==> config.mk <==
export PLATFORM = sky130hd
export DESIGN_NAME = fetch_skid_stage
export DESIGN_NICKNAME = d
export VERILOG_FILES = /design/src/rtl/fetch_pkg.sv /design/src/rtl/fetch_skid_stage.sv
export SDC_FILE = /design/constraint.sdc
export NUM_CORES = 1
export LEC_CHECK = 0
export ABC_AREA = 1
export CORE_MARGIN = 2
export CORE_UTILIZATION = 54
export DETAILED_ROUTE_END_ITERATION = 12
export GPL_TIMING_DRIVEN = 0
export HOLD_SLACK_MARGIN = 0.05
export PLACE_DENSITY = 0.85
export SETUP_SLACK_MARGIN = 0.02
export SYNTH_ARGS = -nofsm -noshare
export SYNTH_HDL_FRONTEND = slang
export SYNTH_SLANG_ARGS = --single-unit
==> constraint.sdc <==
create_clock -name clk -period 3.14 [get_ports clk]
set_clock_uncertainty 0.1 [all_clocks]
set_input_delay 0.471 -clock clk [delete_from_list [all_inputs] [get_ports clk]]
set_output_delay 0.471 -clock clk [all_outputs]
set_load 0.05 [all_outputs]
==> src/rtl/fetch_pkg.sv <==
// Shared fetch-path types: default widths, the fetch entry layout and flush modes.
package fetch_pkg;

   localparam int PC_W_DEF    = 7;
   localparam int INSTR_W_DEF = 32;

   typedef struct packed {
      logic [PC_W_DEF-1:0]    pc;
      logic [INSTR_W_DEF-1:0] instr;
      logic                   squash;
   } fetch_entry_t;

   typedef enum logic {
      FLUSH_DROP = 1'b0,
      FLUSH_MARK = 1'b1
   } flush_mode_e;

endpackage

==> src/rtl/fetch_skid_stage.sv <==
// Fetch-to-decode stage: two-slot skid buffer (main + skid) with registered in_ready
// and a synchronous flush that either drops or squash-marks the held entries.
module fetch_skid_stage
   import fetch_pkg::*;
#(
   parameter int              PC_W         = PC_W_DEF,
   parameter int              INSTR_W      = INSTR_W_DEF,
   parameter int              RESET_SQUASH = 1,
   parameter int              FLUSH_MODE   = 0,
   parameter logic [PC_W-1:0] RESET_PC     = '0
) (
   input  logic               clk,
   input  logic               rst_n,
   input  logic               flush_in,
   input  logic               in_valid,
   output logic               in_ready,
   input  logic [PC_W-1:0]    in_pc,
   input  logic [INSTR_W-1:0] in_instr,
   input  logic               in_squash,
   output logic               out_valid,
   input  logic               out_ready,
   output logic [PC_W-1:0]    out_pc,
   output logic [INSTR_W-1:0] out_instr,
   output logic               out_squash,
   output logic [1:0]         occupancy
);

   // Same field order as fetch_entry_t, widened to this instance's parameters.
   typedef struct packed {
      logic [PC_W-1:0]    pc;
      logic [INSTR_W-1:0] instr;
      logic               squash;
   } entry_t;

   localparam flush_mode_e MODE    = flush_mode_e'(FLUSH_MODE[0]);
   localparam logic        RST_VLD = (RESET_SQUASH != 0);
   localparam entry_t      RST_ENTRY = '{
      pc:     (RESET_SQUASH != 0) ? RESET_PC : '0,
      instr:  '0,
      squash: RST_VLD
   };

   entry_t main_q, skid_q, main_d, skid_d, in_entry;
   logic   main_vld, skid_vld, main_vld_d, skid_vld_d;
   logic   in_fire, out_fire;

   assign in_entry  = '{pc: in_pc, instr: in_instr, squash: in_squash};
   assign in_ready  = ~skid_vld;
   assign in_fire   = in_valid & in_ready;
   assign out_fire  = main_vld & out_ready;

   assign out_valid  = main_vld;
   assign out_pc     = main_q.pc;
   assign out_instr  = main_q.instr;
   assign out_squash = main_q.squash;
   assign occupancy  = {1'b0, main_vld} + {1'b0, skid_vld};

   always_comb begin
      main_d     = main_q;
      skid_d     = skid_q;
      main_vld_d = main_vld;
      skid_vld_d = skid_vld;
      if (flush_in && MODE == FLUSH_DROP) begin
         // A concurrent out_fire needs no action: decode already took the entry.
         main_vld_d = 1'b0;
         skid_vld_d = 1'b0;
      end else begin
         if (!main_vld) begin
            if (in_fire) begin
               main_d     = in_entry;
               main_vld_d = 1'b1;
            end
         end else if (!skid_vld) begin
            if (in_fire && out_fire) begin
               main_d = in_entry;
            end else if (in_fire) begin
               skid_d     = in_entry;
               skid_vld_d = 1'b1;
            end else if (out_fire) begin
               main_vld_d = 1'b0;
            end
         end else if (out_fire) begin
            main_d     = skid_q;
            skid_vld_d = 1'b0;
         end
         // Marking invalid slots too is harmless since their data is don't-care.
         if (flush_in && MODE == FLUSH_MARK) begin
            main_d.squash = 1'b1;
            skid_d.squash = 1'b1;
         end
      end
   end

   always_ff @(posedge clk or negedge rst_n) begin
      if (!rst_n) begin
         main_vld <= RST_VLD;
         main_q   <= RST_ENTRY;
         skid_vld <= 1'b0;
         skid_q   <= '0;
      end else begin
         main_vld <= main_vld_d;
         main_q   <= main_d;
         skid_vld <= skid_vld_d;
         skid_q   <= skid_d;
      end
   end

endmodule

---- Yosys cells after proc, flatten, opt, wreduce, memory -nomap -nowiden ----
Index checks and enable logic that the tools add are counted.
word-level totals
  input port bits ......................... 45
  output and inout bits ................... 44
  register bits after elaboration ......... 82
cells by class
  reduce and logical (&&, ||, !) cells .... 5
  muxes and demuxes ....................... 16
  bitwise gates (word level) .............. 5
  add/sub/neg operators ................... 1
  equal/unequal tests ..................... 2
operators by type and width
  cell                count
  $mux 40             5
  $mux 1              11
  $reduce_and 5->1    1
  $reduce_and 4->1    1
  $reduce_bool 2->1   2
  $ne 3x1->1 const B  1
  $ne 3x2->1 const B  1
  $not 1->1           3
  $add 1x1->2         1
  $and 1x1->1         2
  $logic_and 1x1->1   1

---- Depth between registers and ports, before layout ----
Gate-level depths: netlist of the first run.
  word-level depth ........................ 7
  depth in mapped cells ................... 9

---- Least setup slack after synthesis of the first run ----
Ideal clock, no wire load.
  path type ............................... reg2reg
  start point ............................. register main_vld (netlist: out_valid)
  end point ............................... register main_q (netlist bit out_instr[0])
  period minus slack after synthesis ...... 2,012 ps
  arrival time ............................ 1,792 ps
  slack ................................... 1,128 ps
  stages on the path, launching flop included .. 6
  path through ............................ dfstp_2 > ha_1 > nand2_1 > buf_2 > nand4_1 > nand2_1
between the ends
  word-level cells in the longest chain between the ends .. 4
  elaborated cells on any way between the ends .. 7
  classes of those cells .................. eq/ne (2); mux (1); bitwise (1); reduce/logical (3)
RTL lines
  element                            line                     text
  start, declared                    fetch_skid_stage.sv:44   logic main_vld, skid_vld, main_vld_d, skid_vld_d;
  start signal, assigned             fetch_skid_stage.sv:101  main_vld <= main_vld_d;
  $and 1x1->1                        fetch_skid_stage.sv:50   assign out_fire = main_vld & out_ready;
  $logic_and 1x1->1                  fetch_skid_stage.sv:74   if (in_fire && out_fire) begin
  $ne 3x1->1 (no source line)        -
  $reduce_and 4->1 (no source line)  -
  end signal, assigned               fetch_skid_stage.sv:102  main_q <= main_d;
  end, declared                      fetch_skid_stage.sv:43   entry_t main_q, skid_q, main_d, skid_d, in_entry;
Parallel ways exist; a longest one is shown, timed or not.
A chain may end at the register's enable or synchronous reset.

---- Worst setup path after layout of the first run ----
  start point ............................. register skid_vld
  end point ............................... output port occupancy[0]
between the ends
  word-level cells in the longest chain between the ends .. 1
RTL lines
  element                 line                     text
  start, declared         fetch_skid_stage.sv:44
  start signal, assigned  fetch_skid_stage.sv:103  skid_vld <= skid_vld_d;
  $add 1x1->2             fetch_skid_stage.sv:56   assign occupancy = {1'b0, main_vld} + {1'b0, skid_vld};
  end, declared           fetch_skid_stage.sv:25   output logic [1:0] occupancy
No other way between the ends.

==> qor.txt, run 1 <==
Synth Instances -> 501
layout cells sized above 1 -> 11.4%
Synth area leader -> dfrtp_1
setup slack, reg-to-reg -> 1370 ps
unrepaired setup endpoints after global routing -> no
Critical Path AT -> 2140 ps
CP peak stage delay -> 800 ps
Final Util -> 72.7%
CP max stage cell -> clkdlybuf4s50_1
first-pass GRT wire length -> 16500 um
final cell count without fillers -> 706
pin count of the biggest net entering global routing -> 44
nets -> 649
Period minus WS final -> 2710 ps
Max-cap violations -> 0
drt drc -> 0
synth unique cells -> 21
Critical Path Source Type -> flip-flop
input/output buffers -> 88
Die Ht -> 89.9 um
ANT nets after route -> 0
Buf/Inv on CP -> 4
die area -> 0.00808 sq mm
status -> finished, final reports clean
power consumption -> 4310 uW
final hold violations -> 0
CTS tree -> built
Slew Viols, Final -> 0
Leakage -> 0.00274 uW
H-tree depth -> 3
1st-iter DRT viols -> 218
Mapped Nets -> 548
CP top delay family -> buffers and inverters
initial core utilization -> 55.2%
setup violators final -> 0
Num CTS Buffers -> 9
Placeable Area -> 0.00721 sq mm
Max VDD drop -> 0.000448 V
clock root cell -> clkbuf_8
CP Class -> reg -> out
Yosys top cell area share -> 50.3%
Wirelength per Cell -> 14.1 um
row cnt -> 31
critical path, cell by cell -> buf_6, inv_2, ha_1, inv_1, clkdlybuf4s50_1
Pwr per Cell Area -> 821 mW/mm^2
synthesized area -> 0.00398 sq mm
TritonCTS Sinks -> 82
via/cell ratio -> 5.35
top area cells in the synthesized netlist -> dfrtp_1, nand2_1, nand4_1
worst slew pin tran -> 543 ps
initial antenna violation count -> 0
Max Fanout on Critical Path -> 8
# IOs -> 89
global route overflow -> 0
DR pass1 iterations -> 5
Critical Path End Type -> primary output
period utilization -> 86.4%
Syn. warnings -> 0
Syn Area/Cell -> 7.95 sq um
Worst EP required -> 2570 ps
post_cts resized -> 0
CTS clk-pin slew, worst paths -> 80 ps
vias in the first global route -> 3595
RePlAce Congestion -> 0.865
via count -> 3780
total wire length -> 9930 um
Die X -> 89.9 um
Max Root-Sink Buffers -> 2
HPWL Detailed -> 6890 um
Seq/Total Area, Yosys -> 51.6%
Cells after DPL -> 689
slew margin rel. -> 63.7%
synthesis-stage register bit count -> 82
Skew-Pair Late Insertion Delay -> 350 ps
n_diodes -> 0
Max Freq -> 0.369 GHz
Total Routing Usage GR -> 25.1%
Hold/Removal Path Class -> reg -> reg
Layout Area Growth over Synthesis -> 31.6%
==> final timing paths <==
| check | from | end | depth (start not counted) |
|---|---|---|---|
| setup / recovery | skid_vld$_DFFE_PN0P_ | occupancy[0] | 5 |
| hold / removal | out_squash$_DFFE_PN1P_ | out_squash$_DFFE_PN1P_ | 2 |
| setup reg to reg | skid_vld$_DFFE_PN0P_ | skid_q[8]$_DFFE_PN0P_ | 7 |
| hold reg to reg | out_squash$_DFFE_PN1P_ | out_squash$_DFFE_PN1P_ | 2 |
| max in group asynchronous | rst_n | skid_q[0]$_DFFE_PN0P_ | 3 |
| min in group asynchronous | rst_n | skid_q[35]$_DFFE_PN0P_ | 2 |
==> registers in the layout, summed over array words and instances (netlist names) <==
name,count
skid_q,40
out_instr,32
out_pc,7
out_squash,1
out_valid,1
skid_vld,1
==> per-stage QoR <==
step / TNS [ps] / hold WS [ps] / area, sq um / setup WS, ps
4_1_cts: 0 / 373 / 5240 / 427
3_3_place_gp: -101610 / 355 / 4990 / -1260
2_1_floorplan: 0 / 75.4 / 3980 / 1130
5_1_grt: 0 / 397 / 5240 / 390
6_report: 0 / 373 / 5240 / 428
3_5_place_dp: 0 / 357 / 5010 / 836
==> synth_stat cells, drive strengths merged <==
cell type  instances
nand2            207
dfrtp             80
inv               45
nand3             42
nand4             41
o21ai             40
buf               38
dfstp              2
ha                 2
a31oi              1
a32oi              1
nor2               1
o211ai             1
==> worst min-delay path, delay by kind of cell, from the launching register on <==
kind,cells,cell delay (ps)
flip-flops,1,380
AND/OR/NAND/NOR,2,100
==> final cells by class <==
class,count,area (sq um)
clock inverter,6,90.1
tap,99,124
inverter,45,169
sequential,82,2050
clock buffer,10,138
buffer,38,224
timing repair buffer,90,908
fill,542,1970
multi-input combinational,336,1540
==> cell usage in the layout, fill, tap and decap left out, types with 2 or more instances in the layout <==
cell	netlist	routed
nand2_1	203	203
clkdlybuf4s50_1	0	87
dfrtp_1	80	80
inv_1	42	42
nand3_1	40	40
nand4_1	40	40
o21ai_1	40	40
buf_2	32	32
clkbuf_8	0	10
buf_6	5	5
inv_2	3	3
nand2_2	3	3
buf_4	1	2
ha_1	2	2
bufinv_16	0	2
clkinv_4	0	2
dfstp_2	2	2
==> routing by layer <==
metal  vias to the layer above  global-route usage [%]  share of wire (%)
li1                       1817                       -                  -
met1                      1787                    32.9                 43
met2                       160                    42.3                 49
met3                        16                    4.53                5.9
met4                         0                    8.97                1.4
met5                         -                       0                  0
==> power breakdown <==
part / total, uW / internal (uW) / switching, uW
clock network: 869 / 471 / 398
logic: 1770 / 611 / 1160
registers: 1660 / 1450 / 218
==> cells by family after synthesis <==
group	synth area share (%)
AO/OA/AOI/OAI	5.59
buffers and inverters	9.86
flip-flops	51.6
AND/OR/NAND/NOR	32.3
adder cells (fa/ha/maj)	0.628
==> timing repair <==
| item | 4_1_cts | 5_1_grt |
|---|---|---|
| hold buffers | 1 | 0 |
| endpoints found under the hold margin | 37 | 0 |
| setup buffers | 0 | 0 |
Power figures use the tool's default switching activity.
==> inputs of run 2 (changes only) <==
--- a/config.mk
+++ b/config.mk
@@ -13,6 +13,7 @@
 export HOLD_SLACK_MARGIN = 0.05
 export PLACE_DENSITY = 0.85
 export SETUP_SLACK_MARGIN = 0.02
+export SLEW_MARGIN = 20
 export SYNTH_ARGS = -nofsm -noshare
 export SYNTH_HDL_FRONTEND = slang
 export SYNTH_SLANG_ARGS = --single-unit
==> results of run 2 <==
No change in the layout: final DEF, timing and power equal those of run 1.
